[src/rtl/alu_op_sequencer_pkg.sv]
// alu_op_sequencer_pkg: shared widths, opcodes, ALU selects, FSM states and decode helper
package alu_op_sequencer_pkg;
  localparam int DATA_W = 8;
  localparam int NREGS = 8;
  localparam int AW = 3;
  localparam int INSTR_W = 32;
  typedef enum logic [7:0] {
    OP_LOADI = 8'h00,
    OP_MOV   = 8'h01,
    OP_ADD   = 8'h02,
    OP_SUB   = 8'h03,
    OP_AND   = 8'h04,
    OP_OR    = 8'h05
  } opcode_e;
  typedef enum logic [2:0] {
    SEL_ADD = 3'b010,
    SEL_SUB = 3'b011,
    SEL_AND = 3'b100,
    SEL_OR  = 3'b101
  } alu_sel_e;
  typedef enum logic [1:0] {S_IDLE, S_DECODE, S_EXEC, S_WB} state_e;
  function automatic logic is_illegal(input logic [INSTR_W-1:0] ins);
    return ins[31:24] > OP_OR || |ins[23:19] || (ins[31:24] != OP_LOADI && |ins[15:11]) || |ins[7:3];
  endfunction
endpackage

[src/rtl/alu_op_sequencer_if.sv]
// alu_op_sequencer_if: instruction handshake plus ALU operand/result bus
interface alu_op_sequencer_if;
  import alu_op_sequencer_pkg::*;
  logic instr_valid;
  logic instr_ready;
  logic [INSTR_W-1:0] instr;
  logic [DATA_W-1:0] alu_a;
  logic [DATA_W-1:0] alu_b;
  logic [2:0] alu_sel;
  logic [DATA_W-1:0] alu_result;
  logic alu_cout;
  modport master(output instr_valid, instr, alu_result, alu_cout, input instr_ready, alu_a, alu_b, alu_sel);
  modport slave(input instr_valid, instr, alu_result, alu_cout, output instr_ready, alu_a, alu_b, alu_sel);
endinterface

[src/rtl/alu_op_sequencer_reg_file_8x8.sv]
// alu_op_sequencer_reg_file_8x8: 8x8 register file, two async reads, debug read, one sync write
module alu_op_sequencer_reg_file_8x8
  import alu_op_sequencer_pkg::*;
(
  input  logic              clk,
  input  logic              reset,
  input  logic              we,
  input  logic [AW-1:0]     waddr,
  input  logic [DATA_W-1:0] wdata,
  input  logic [AW-1:0]     ra0,
  input  logic [AW-1:0]     ra1,
  input  logic [AW-1:0]     dbg_addr,
  output logic [DATA_W-1:0] rd0,
  output logic [DATA_W-1:0] rd1,
  output logic [DATA_W-1:0] dbg_data
);
  logic [DATA_W-1:0] mem_q [NREGS];
  logic [DATA_W-1:0] mem_d [NREGS];
  always_comb begin
    mem_d = mem_q;
    if (we) mem_d[waddr] = wdata;
  end
  always_ff @(posedge clk) begin
    if (reset) mem_q <= '{default: '0};
    else mem_q <= mem_d;
  end
  assign rd0 = mem_q[ra0];
  assign rd1 = mem_q[ra1];
  assign dbg_data = mem_q[dbg_addr];
endmodule

[src/rtl/alu_op_sequencer.sv]
// alu_op_sequencer: decodes instructions, drives the external ALU and writes results back
module alu_op_sequencer
  import alu_op_sequencer_pkg::*;
(
  input  logic              clk,
  input  logic              reset,
  alu_op_sequencer_if.slave bus,
  output logic              done,
  output logic              illegal,
  output logic              carry,
  input  logic [AW-1:0]     dbg_addr,
  output logic [DATA_W-1:0] dbg_data
);
  state_e state_q, state_d;
  logic [INSTR_W-1:0] instr_q, instr_d;
  logic [DATA_W-1:0] alu_a_q, alu_a_d, alu_b_q, alu_b_d, res_q, res_d, rf_a, rf_b, wdata;
  logic [2:0] alu_sel_q, alu_sel_d;
  logic cout_q, cout_d, carry_q, carry_d, done_q, done_d, illegal_q, illegal_d;
  logic [7:0] op;
  assign op = instr_q[31:24];
  // MOV takes the operand latched in DECODE so dest==src sees the pre-write value
  assign wdata = op == OP_LOADI ? instr_q[15:8] : op == OP_MOV ? alu_a_q : res_q;
  alu_op_sequencer_reg_file_8x8 u_rf (
    .clk      (clk),
    .reset    (reset),
    .we       (state_q == S_WB),
    .waddr    (instr_q[18:16]),
    .wdata    (wdata),
    .ra0      (instr_q[10:8]),
    .ra1      (instr_q[2:0]),
    .dbg_addr (dbg_addr),
    .rd0      (rf_a),
    .rd1      (rf_b),
    .dbg_data (dbg_data)
  );
  always_comb begin
    state_d = state_q;
    instr_d = instr_q;
    alu_a_d = alu_a_q;
    alu_b_d = alu_b_q;
    alu_sel_d = alu_sel_q;
    res_d = res_q;
    cout_d = cout_q;
    carry_d = carry_q;
    done_d = 1'b0;
    illegal_d = 1'b0;
    case (state_q)
      S_IDLE: if (bus.instr_valid) begin
        instr_d = bus.instr;
        state_d = S_DECODE;
      end
      S_DECODE: if (is_illegal(instr_q)) begin
        illegal_d = 1'b1;
        state_d = S_IDLE;
      end else begin
        alu_a_d = rf_a;
        alu_b_d = rf_b;
        alu_sel_d = op[2:0];
        state_d = S_EXEC;
      end
      S_EXEC: begin
        res_d = bus.alu_result;
        cout_d = bus.alu_cout;
        state_d = S_WB;
      end
      default: begin
        carry_d = op == OP_ADD ? cout_q : carry_q;
        done_d = 1'b1;
        state_d = S_IDLE;
      end
    endcase
  end
  always_ff @(posedge clk) begin
    if (reset) begin
      state_q <= S_IDLE;
      instr_q <= '0;
      alu_a_q <= '0;
      alu_b_q <= '0;
      alu_sel_q <= '0;
      res_q <= '0;
      cout_q <= 1'b0;
      carry_q <= 1'b0;
      done_q <= 1'b0;
      illegal_q <= 1'b0;
    end else begin
      state_q <= state_d;
      instr_q <= instr_d;
      alu_a_q <= alu_a_d;
      alu_b_q <= alu_b_d;
      alu_sel_q <= alu_sel_d;
      res_q <= res_d;
      cout_q <= cout_d;
      carry_q <= carry_d;
      done_q <= done_d;
      illegal_q <= illegal_d;
    end
  end
  assign bus.instr_ready = state_q == S_IDLE;
  assign bus.alu_a = alu_a_q;
  assign bus.alu_b = alu_b_q;
  assign bus.alu_sel = alu_sel_q;
  assign done = done_q;
  assign illegal = illegal_q;
  assign carry = carry_q;
endmodule

[src/flat_wrapper.sv]
// flat-port wrapper written by rule: the top's interface ports become plain ports
module alu_op_sequencer_flat import alu_op_sequencer_pkg::*;
  (clk, reset, done, illegal, carry, dbg_addr, dbg_data, bus_instr_valid, bus_instr, bus_alu_result, bus_alu_cout, bus_instr_ready, bus_alu_a, bus_alu_b, bus_alu_sel);
  alu_op_sequencer_if bus_i ();
  input  logic clk;
  input  logic reset;
  output logic done;
  output logic illegal;
  output logic carry;
  input  logic [AW-1:0] dbg_addr;
  output logic [DATA_W-1:0] dbg_data;
  input wire logic [$bits(bus_i.instr_valid)-1:0] bus_instr_valid;
  input wire logic [$bits(bus_i.instr)-1:0] bus_instr;
  input wire logic [$bits(bus_i.alu_result)-1:0] bus_alu_result;
  input wire logic [$bits(bus_i.alu_cout)-1:0] bus_alu_cout;
  output wire logic [$bits(bus_i.instr_ready)-1:0] bus_instr_ready;
  output wire logic [$bits(bus_i.alu_a)-1:0] bus_alu_a;
  output wire logic [$bits(bus_i.alu_b)-1:0] bus_alu_b;
  output wire logic [$bits(bus_i.alu_sel)-1:0] bus_alu_sel;
  assign bus_i.instr_valid = bus_instr_valid;
  assign bus_i.instr = bus_instr;
  assign bus_i.alu_result = bus_alu_result;
  assign bus_i.alu_cout = bus_alu_cout;
  assign bus_instr_ready = bus_i.instr_ready;
  assign bus_alu_a = bus_i.alu_a;
  assign bus_alu_b = bus_i.alu_b;
  assign bus_alu_sel = bus_i.alu_sel;
  alu_op_sequencer u_core (.clk(clk), .reset(reset), .bus(bus_i), .done(done), .illegal(illegal), .carry(carry), .dbg_addr(dbg_addr), .dbg_data(dbg_data));
endmodule
[config.mk]
export PLATFORM = sky130hd
export DESIGN_NAME = alu_op_sequencer_flat
export DESIGN_NICKNAME = d
export VERILOG_FILES = /design/src/rtl/alu_op_sequencer_pkg.sv /design/src/rtl/alu_op_sequencer_if.sv /design/src/rtl/alu_op_sequencer_reg_file_8x8.sv /design/src/rtl/alu_op_sequencer.sv /design/src/flat_wrapper.sv
export SDC_FILE = /design/constraint.sdc
export NUM_CORES = 1
export LEC_CHECK = 0
export CAP_MARGIN = 10
export CORE_MARGIN = 8
export CORE_UTILIZATION = 50
export CTS_CLUSTER_DIAMETER = 100
export CTS_CLUSTER_SIZE = 25
export DETAILED_ROUTE_END_ITERATION = 10
export PLACE_DENSITY = 0.84
export SYNTH_ARGS = -nofsm -noshare
export SYNTH_HDL_FRONTEND = slang
export SYNTH_HIERARCHICAL = 1
export SYNTH_SLANG_ARGS = --single-unit
[constraint.sdc]
create_clock -name clk -period 2.3 [get_ports clk]
set_input_delay 0.46 -clock clk [delete_from_list [all_inputs] [get_ports clk]]
set_output_delay 0.46 -clock clk [all_outputs]
set_load 0.1 [all_outputs]
== After elaboration in Yosys (flattened, before gate mapping) ==
Cells that the tools add are included.
Operators by class
  $lt $le $gt $ge: 6
  eq/ne operators: 6
  mux-type cells: 19
  bitwise gates (word level): 7
  reduce and logical (&&, ||, !) cells: 16
Operators by type and width (number)
  binary-select mux 8 bit (select 3 bit): 3
  2-to-1 mux 8 bit: 9
  bitwise mux 64 bit: 1
  demux 8 bit (select 3 bit): 1
  >= comparator 4 bit (second input constant): 4
  NOT 3 -> 4 bit: 4
  OR reduction 5 bit: 3
  == test 8 x 1 -> 1 bit (second input constant): 1
  == test 8 x 2 -> 1 bit (second input constant): 1
  greater-than comparator 8 x 3 -> 1 bit (second input constant): 1
  zero test 8 bit: 1
  nonzero test 8 bit: 1
  one-hot mux 2 bit (3 select lines): 1
  AND reduction 2 bit: 3
  == test 2 bit (second input constant): 2
  < comparator 4 x 1 -> 1 bit (second input constant): 1
  2-to-1 mux 2 bit: 2
  logical OR 1 bit: 3
  NOT 1 bit: 3
  OR reduction 3 bit: 1
  == test 2 x 1 -> 1 bit (second input constant): 1
  logical AND 1 bit: 2
  zero test 2 bit: 1
  2-to-1 mux 1 bit: 2
  other kinds (2): 2
Word-level totals
  register bits: 129
  input port bits: 47
  output and inout port bits: 31
  word-level logic and storage cells: 72

== Logic depth before layout (Yosys ltp) ==
Gate-level depths: netlist of the first run.
  word-level depth: 6
  mapped depth: 8

== Hierarchy ==
The synthesis of the first run kept the hierarchy.
Modules (own cells, without submodules)
  alu_op_sequencer_reg_file_8x8: instances 1, cells an instance 359, area an instance 4000.1 um2, sequential area each 1281.2 um2
  alu_op_sequencer: instances 1, cells an instance 320, area an instance 2715.1 um2, sequential area each 1301.2 um2

== Worst setup path before layout of the first run ==
Ideal clock, no wire load.
  path kind: reg2reg
  from: reg u_core.state_q[1]
  to: reg u_core.instr_q[29]
  library setup time: 0.070 ns
  arrival time: 2.530 ns
  path slack: -0.300 ns
  cell stages (with the launch flop): 7
  clock period less this slack: 2.600 ns
  cells stage by stage: dfxtp_1 -> nor2_1 -> and2_1 -> clkbuf_1 -> clkbuf_1 -> nand2_1 -> a21oi_1
Between the ends
  longest elaborated chain between the ends: 2
Ends and longest elaborated chain
  start, declared: line alu_op_sequencer.sv:14  | state_e state_q, state_d;
  start signal, assigned: line alu_op_sequencer.sv:86  | state_q <= state_d;
  zero test 2 bit
  named net bus_instr_ready: line flat_wrapper.sv:16  | output wire logic [$bits(bus_i.instr_ready)-1:0] bus_instr_ready;
  AND reduction 2 bit (no line)
  end signal, assigned: line alu_op_sequencer.sv:87  | instr_q <= instr_d;
  end, declared: line alu_op_sequencer.sv:15  | logic [INSTR_W-1:0] instr_q, instr_d;
The timed path passes the listed nets, and every way through them passes these cells.
A chain may end at the register's enable or synchronous reset.

== Worst setup path after layout of the first run ==
  from: in dbg_addr[2]
  to: out dbg_data[3]
Between the ends
  longest elaborated chain between the ends: 4
Ends and longest elaborated chain
  start, declared: line flat_wrapper.sv:10  | input logic [AW-1:0] dbg_addr;
  NOT 3 -> 4 bit (not written as such): line alu_op_sequencer_reg_file_8x8.sv:29  | assign dbg_data = mem_q[dbg_addr];
  binary-select mux 8 bit (select 3 bit): line alu_op_sequencer_reg_file_8x8.sv:29
  2-to-1 mux 8 bit (not written as such) (2 in a row): line alu_op_sequencer_reg_file_8x8.sv:29
  end, declared: line flat_wrapper.sv:11  | output logic [DATA_W-1:0] dbg_data;
No other way between the ends. The select of a mux whose other input is x is not followed.

==> results of run 1 <==
critical path, delay by kind of cell:
kind / cells / cell delay, ns
buffers and inverters: 3 / 0.47
multiplexers: 2 / 0.87
Yosys cell counts:
master and n:
buf_2 13, a21oi_1 81, nor4b_2 1, and4b_1 3, mux2_2 24, nor2_1 27
nand2_1 171, buf_8 3, nor2b_1 2, and2_1 2, nor4bb_1 3, inv_1 1
buf_6 5, or2_4 1, nand4_1 1, or4_4 1, or4_1 1, nor4_2 1
nor4_4 2, nor4_1 3, or4b_1 1, o22a_1 1, and4_1 1, mux4_1 48
o21ba_1 1, nor3_1 3, or2_2 1, a211oi_1 1, clkbuf_1 36, buf_1 6
nand4b_1 4, mux2i_1 52, nand2b_1 40, o21ai_1 8, dfxtp_1 129, nand3_1 1
power groups by stage:
stage / Combinational (µW) / Clock (µW) / Sequential (µW)
after global placement: 467 / 0 / 2380
after detailed placement: 478 / 0 / 2380
after CTS: 497 / 2950 / 2330
after global routing: 536 / 3050 / 2340
after floorplan: 324 / 0 / 2360
final: 508 / 2930 / 2340
registers in the layout (all words and copies together), names as in the netlist:
name                flops
u_core/illegal          1
u_core/carry            1
u_core/state_q          2
u_core/u_rf/mem_q      64
u_core/cout_q           1
u_core/bus.alu_a        8
u_core/bus.alu_sel      3
u_core/done             1
u_core/res_q            8
u_core/instr_q         32
u_core/bus.alu_b        8
logic make-up (layout without fill, tap and decap cells):
logic type | after synthesis | count (layout) | share of synthesized area
multiplexers | 124 | 124 | 0.306
AO/OA/AOI/OAI | 92 | 92 | 0.0702
buffers and inverters | 64 | 137 | 0.0488
AND/OR/NAND/NOR | 270 | 270 | 0.191
flip-flops | 129 | 129 | 0.385
cell type report:
type | count | area [µm²]
Fill cell | 981 | 4810
Multi-Input combinational cell | 486 | 3840
Sequential cell | 129 | 2580
Timing Repair Buffer | 104 | 1090
Clock buffer | 18 | 439
Tap cell | 176 | 220
Clock inverter | 14 | 201
Inverter | 1 | 3.75
placed cells by master (no fill, tap or decap), drive strengths merged, types with 3 or more instances in the layout:
| cell type | Yosys | routed |
|---|---|---|
| nor4bb | 3 | 3 |
| mux4 | 48 | 48 |
| clkdlybuf4s50 | 0 | 43 |
| mux2i | 52 | 52 |
| clkbuf | 36 | 18 |
| nand2b | 40 | 40 |
| buf | 27 | 60 |
| mux2 | 24 | 24 |
| o21ai | 8 | 8 |
| nor4 | 6 | 6 |
| a21oi | 81 | 81 |
| and4b | 3 | 3 |
| inv | 1 | 6 |
| clkinv | 0 | 3 |
| nand2 | 171 | 171 |
| bufinv | 0 | 4 |
| nor2 | 27 | 27 |
| nor3 | 3 | 3 |
| nand4b | 4 | 4 |
| dfxtp | 129 | 129 |
per-layer routing:
metal | global-route usage | up-vias
met5 | 0 | -
met4 | 0.117 | 0
met3 | 0.0682 | 82
met2 | 0.367 | 303
met1 | 0.243 | 2703
li1 | - | 2526
through the flow:
stage	hold slack [ns]	TNS, ns	area, µm²	instances	setup WS [ns]
2_1_floorplan	0.433	0	6720	679	0.128
3_3_place_gp	0.445	-2.40	7690	895	-0.314
3_5_place_dp	0.448	-2.65	7690	895	-0.359
4_1_cts	0.456	0	8370	928	0.00106
5_1_grt	0.479	0	8380	928	0.000257
6_report	0.458	0	8380	928	0.0241
path summary, 6_finish.rpt:
check	from	endpoint	slack [ns]	cells after the start
hold / removal	u_core/instr_q[3]	u_core/instr_q[3]	0.46	2
setup / recovery	dbg_addr[2]	dbg_data[3]	0.02	5
hold reg to reg	u_core/instr_q[3]	u_core/instr_q[3]	0.46	2
setup reg to reg	u_core/instr_q[27]	u_core/u_rf/mem_q[46]	0.11	7
what timing repair did:
action                                  in CTS  in global routing
pin swaps                                    0                  0
cloned                                       1                  0
endpoints found under the setup margin      22                 33
resized for setup                           26                  5
==> key figures, run 1 <==
Setup path
  • Worst setup SP type: input pin
  • Critical Path AT: 1.82 ns
  • Critical path's largest stage delay: 0.56 ns
  • CP Data Required Time: 1.84 ns
  • Setup crit end kind: primary output
  • CP max-delay cell: mux4_1
  • CP Max Fanout: 6
  • Cell Chain, Critical Path: buf_2, buf_12, mux4_1, mux2_4, buf_12
  • Critical path type: input pin to primary output
  • Worst path most repeated cell: buf_12

Drt
  • DR WL/cell: 20.6 µm
  • Final wirelength: 19.1 mm
  • Wire length on met3: 1.63 mm
  • Final ANT Viol Nets: 0
  • Vias post-DR: 5614
  • Initial drt markers: 505
  • Pre-antenna DRT Iters: 5
  • Top sig layer: met4
  • Met2 wire length: 9.25 mm
  • WL met1: 7.46 mm
  • Via density: 6.05
  • DRC: 0

Pwr
  • Switching share of total power: 0.243
  • Power density over cell area: 689 mW/mm²
  • Sw Pwr: 1400 µW
  • Sequential Power Share: 0.405
  • Clock power share: 0.507
  • Total power: 5770 µW
  • Leak: 0.00310 µW
  • Comb pwr share: 0.088
  • Peak supply drop: 0.522 mV
  • Int Pwr: 4370 µW

Die
  • Row cnt: 42
  • Die Y: 132 µm
  • Core Footprint: 0.0132 mm²
  • I/O Pins: 78
  • Starting Density: 0.509
  • Die area: 0.0174 mm²
  • Die Span X: 132 µm

GRT
  • Tot GR Track Use: 0.219
  • First-pass GRT wire length: 30.1 mm
  • Congestion Overflow GR: 0
  • Vias in the first global route: 5696
  • Largest net degree at the start of global routing: 70
  • Initial antenna violation count: 0

STA
  • Worst slew margin: 0.555
  • # setup viols final: 0
  • Final hold vios: 0
  • Final Skew: 0.0118 ns
  • Crit path time final: 2.28 ns
  • Max Clk Rate: 439 MHz
  • RSZ-0062 raised after global routing: no
  • Slew Limit Fails: 0
  • Slew @ Worst Pin: 0.667 ns
  • Tcrit/Tclk final: 0.990

Place
  • Final HPWL from detailed placement: 12.6 mm
  • GPL Wtd Cong: 0.907
  • I/O Buffers: 77

Hold path
  • Worst min path class: flip-flop to flip-flop

Yosys
  • Synth top area share: 0.385
  • Post-synth top area cell: dfxtp_1
  • Largest cells by area after synthesis: dfxtp_1, mux4_1, nand2_1
  • Synthesized area: 0.00672 mm²
  • Syn_area_per_cell: 9.89 µm²
  • Synth Instances: 679
  • Synth Warn #: 6
  • Yosys cell types: 36
  • Register area share after synthesis: 0.385
  • Syn nets: 726
  • Synth Register Bits: 129

Clocking
  • Hold bufs inserted after CTS: 0
  • Clk sink count: 129
  • H-tree levels: 4
  • Root Buffer: clkbuf_16
  • Max clock buf depth: 2
  • CTS Buf Count: 17
  • Clock latency on the worst-skew pair: 0.43 ns
  • Post-CTS Setup Repair Bufs: 0
  • CTS tree: yes
  • Worst-path clk slew: 0.06 ns

Cells and area
  • Share of cells above drive strength 1: 0.190
  • Fin nets: 786
  • P&R area growth vs syn: 24.8%
  • Post-layout util: 0.635
  • Number of diodes: 0

Run
  • Max Cap Viol: 0

Run status
  • Status: complete, no violations
Power figures use the tool's default switching activity.
==> run 2: changes to the inputs <==
--- a/config.mk
+++ b/config.mk
@@ -6,7 +6,7 @@
 export NUM_CORES = 1
 export LEC_CHECK = 0
 export CAP_MARGIN = 10
-export CORE_MARGIN = 8
+export CORE_MARGIN = 5
 export CORE_UTILIZATION = 50
 export CTS_CLUSTER_DIAMETER = 100
 export CTS_CLUSTER_SIZE = 25
==> run 2 against run 1 <==
Register-to-register slack worse by 0.05 ns. Flip-flop and latch count stayed put. Power is 6.4% lower. Sequential power hardly changed. First-iteration DRC count is 24% higher. Die area is 8.9% lower. Combinational power is 1% lower. Via count is 0.89% higher. Count of clock-buffer cells in the layout is 4 higher. Non-clock buffer count stayed put. Final cell count stayed put. Largest cell class unchanged. Largest power group unchanged. Highest routed layer unchanged.
==> key figures, run 2 (synthesis gave the netlist of run 1 again) <==
Run status
  • Status: complete, no violations

Hold path
  • Worst min path class: input pin to flip-flop
  • Worst Hold Path Cells: 2 (unchanged)
  • HP Start: reset
  • Hold Crit Endpoint: u_core/u_rf/mem_q[53]

STA
  • Slew @ Worst Pin: 0.660 ns (-0.00730 ns)
  • Slew Limit Fails: 0 (unchanged)
  • Tcrit/Tclk final: 0.996 (+0.00692)
  • # setup viols final: 0 (unchanged)
  • Crit path time final: 2.29 ns (+0.0159 ns)
  • RSZ-0062 raised after global routing: yes
  • Final Skew: 0.00722 ns (-0.00456 ns)
  • Final TNS setup: 0 ns (unchanged)
  • Setup ws final: 0.00816 ns (-0.0159 ns)
  • Final hold vios: 0 (unchanged)
  • Worst slew margin: 0.559 (+0.00457)
  • Max Clk Rate: 436 MHz (-0.69%)

Drt
  • Final ANT Viol Nets: 0 (unchanged)
  • Vias post-DR: 5664 (+0.89%)
  • DR WL/cell: 20.3 µm (-1.2%)
  • DRC: 0 (unchanged)
  • Via density: 6.10 (+0.89%)
  • Pre-antenna DRT Iters: 5 (unchanged)
  • Final wirelength: 18.9 mm (-1.2%)
  • Initial drt markers: 626 (+24%)

Cells and area
  • Number of diodes: 0 (unchanged)
  • Share of cells above drive strength 1: 0.177 (-0.0133)
  • Fin nets: 786 (unchanged)
  • Fillcell total: 952 (-3.0%)
  • Most flops, register: u_core/u_rf/mem_q
  • Most frequent cells in the layout: nand2_1, dfxtp_1, a21oi_1
  • Commonest non-fill, non-tap cell in the layout: nand2_1
  • P&R area growth vs syn: 23.7%
  • Max reg flops: 64 (unchanged)
  • Top flop regs: u_core/u_rf/mem_q (64), u_core/instr_q (32)

Clocking
  • Post-CTS Setup Repair Bufs: 0 (unchanged)
  • H-tree levels: 4 (unchanged)
  • Worst-path clk slew: 0.05 ns (about the same)
  • CTS tree: yes
  • Root Buffer: clkbuf_16
  • CTS Buf Count: 17 (unchanged)
  • Clk sink count: 129 (unchanged)
  • Clock latency on the worst-skew pair: 0.43 ns (about the same)
  • Max clock buf depth: 2 (unchanged)

Setup path
  • Reg2reg end: u_core/u_rf/mem_q[19]
  • Cell Chain, Critical Path: clkdlybuf4s15_2, buf_12, mux4_1, mux2_4, buf_12
  • CP Data Required Time: 1.84 ns (about the same)
  • Worst path most repeated cell: buf_12
  • Critical path's largest stage delay: 0.56 ns (about the same)
  • Flop2flop setup slack: 0.06 ns (-0.05 ns)
  • CP Max Fanout: 8 (+2)
  • RR Startpoint: u_core/instr_q[27]
  • CP max-delay cell: mux4_1
  • Critical Path AT: 1.83 ns (about the same)
  • Critical path type: input pin to primary output
  • Setup crit end kind: primary output
  • Worst setup SP type: input pin
  • Reg2reg path depth: 7 (unchanged)

Die
  • Die Y: 126 µm (-4.5%)
  • Die Span X: 126 µm (-4.5%)
  • Starting Density: 0.509 (unchanged)
  • I/O Pins: 78 (unchanged)
  • Die area: 0.0158 mm² (-8.9%)
  • Row cnt: 42 (unchanged)
  • Core Footprint: 0.0132 mm² (unchanged)

GRT
  • First-pass GRT wire length: 29.3 mm (-2.7%)
  • Largest net degree at the start of global routing: 56 (-20%)
  • Initial antenna violation count: 0 (unchanged)
  • Congestion Overflow GR: 0 (unchanged)
  • Tot GR Track Use: 0.237 (+0.0188)
  • Vias in the first global route: 5632 (-1.1%)

Place
  • Final HPWL from detailed placement: 12.7 mm (+0.96%)
  • Pre-CTS WS: -0.331 ns (+0.0274 ns)
  • GPL Wtd Cong: 0.927 (+2.2%)
  • I/O Buffers: 77 (unchanged)

Pwr
  • Total power: 5400 µW (-6.4%)
  • Power density over cell area: 650 mW/mm² (-5.6%)
  • Peak supply drop: 0.563 mV (+7.8%)
  • Leak: 0.00310 µW (about the same)

Run
  • Max Cap Viol: 0 (unchanged)
==> run 2: area by class of cell <==
class                      instances  area [µm²]  share of cell area
multi-input combinational        486        3870               0.466
tap                              176         220              0.0265
inverter                           1        3.75            0.000452
timing repair buffer             104        1070               0.129
clock inverter                    10         113              0.0136
sequential                       129        2580               0.311
clock buffer                      22         444              0.0535
==> run 2: worst max path at each step <==
stage          cells past startpoint               start  slack (ns)               endpoint
6_report                           5         dbg_addr[0]       0.008            dbg_data[7]
5_1_grt                            5         dbg_addr[0]     -0.0007            dbg_data[0]
4_1_cts                            7  u_core/instr_q[27]      0.0001  u_core/u_rf/mem_q[31]
3_5_place_dp                       5         dbg_addr[2]       -0.33            dbg_data[4]
3_3_place_gp                       5         dbg_addr[2]       -0.31            dbg_data[3]
2_1_floorplan                      4         dbg_addr[2]        0.13            dbg_data[4]
==> run 2: metal layers <==
metal,vias up,global-route usage,wire length [µm]
met2,298,0.385,9000
li1,2539,-,-
met3,80,0.0635,1520
met4,0,0.131,934
met5,-,0,0
met1,2747,0.287,7400
==> run 2: power breakdown <==
part	switching, µW	internal (µW)	total, µW	leakage, µW
Combinational	271	232	503	0.00178
Sequential	56.7	2280	2330	0.00104
Clock	979	1590	2570	0.000268
Total	1310	4100	5400	0.00310
==> run 2: timing repair <==
action / CTS / global route
cloned: 1 / 0
endpoints found under the setup margin: 37 / 11
gates resized for setup: 22 / 3
hold buffers: 0 / 0
==> run 2: worst max-delay path: cells and delay by family <==
kind,cells,cell delay [ns]
buf+inv,3,0.50
mux,2,0.87
==> run 2: stage by stage <==
| stage | instance area [µm²] | cells | utilization | hold slack (ns) |
|---|---|---|---|---|
| floorplan | 6720 | 679 | - | 0.433 |
| global placement | 7680 | 895 | 0.582 | 0.444 |
| detailed placement | 7680 | 895 | 0.582 | 0.450 |
| CTS | 8300 | 928 | 0.629 | 0.429 |
| global route | 8310 | 928 | 0.630 | 0.457 |
| finish | 8310 | 928 | 0.630 | 0.452 |
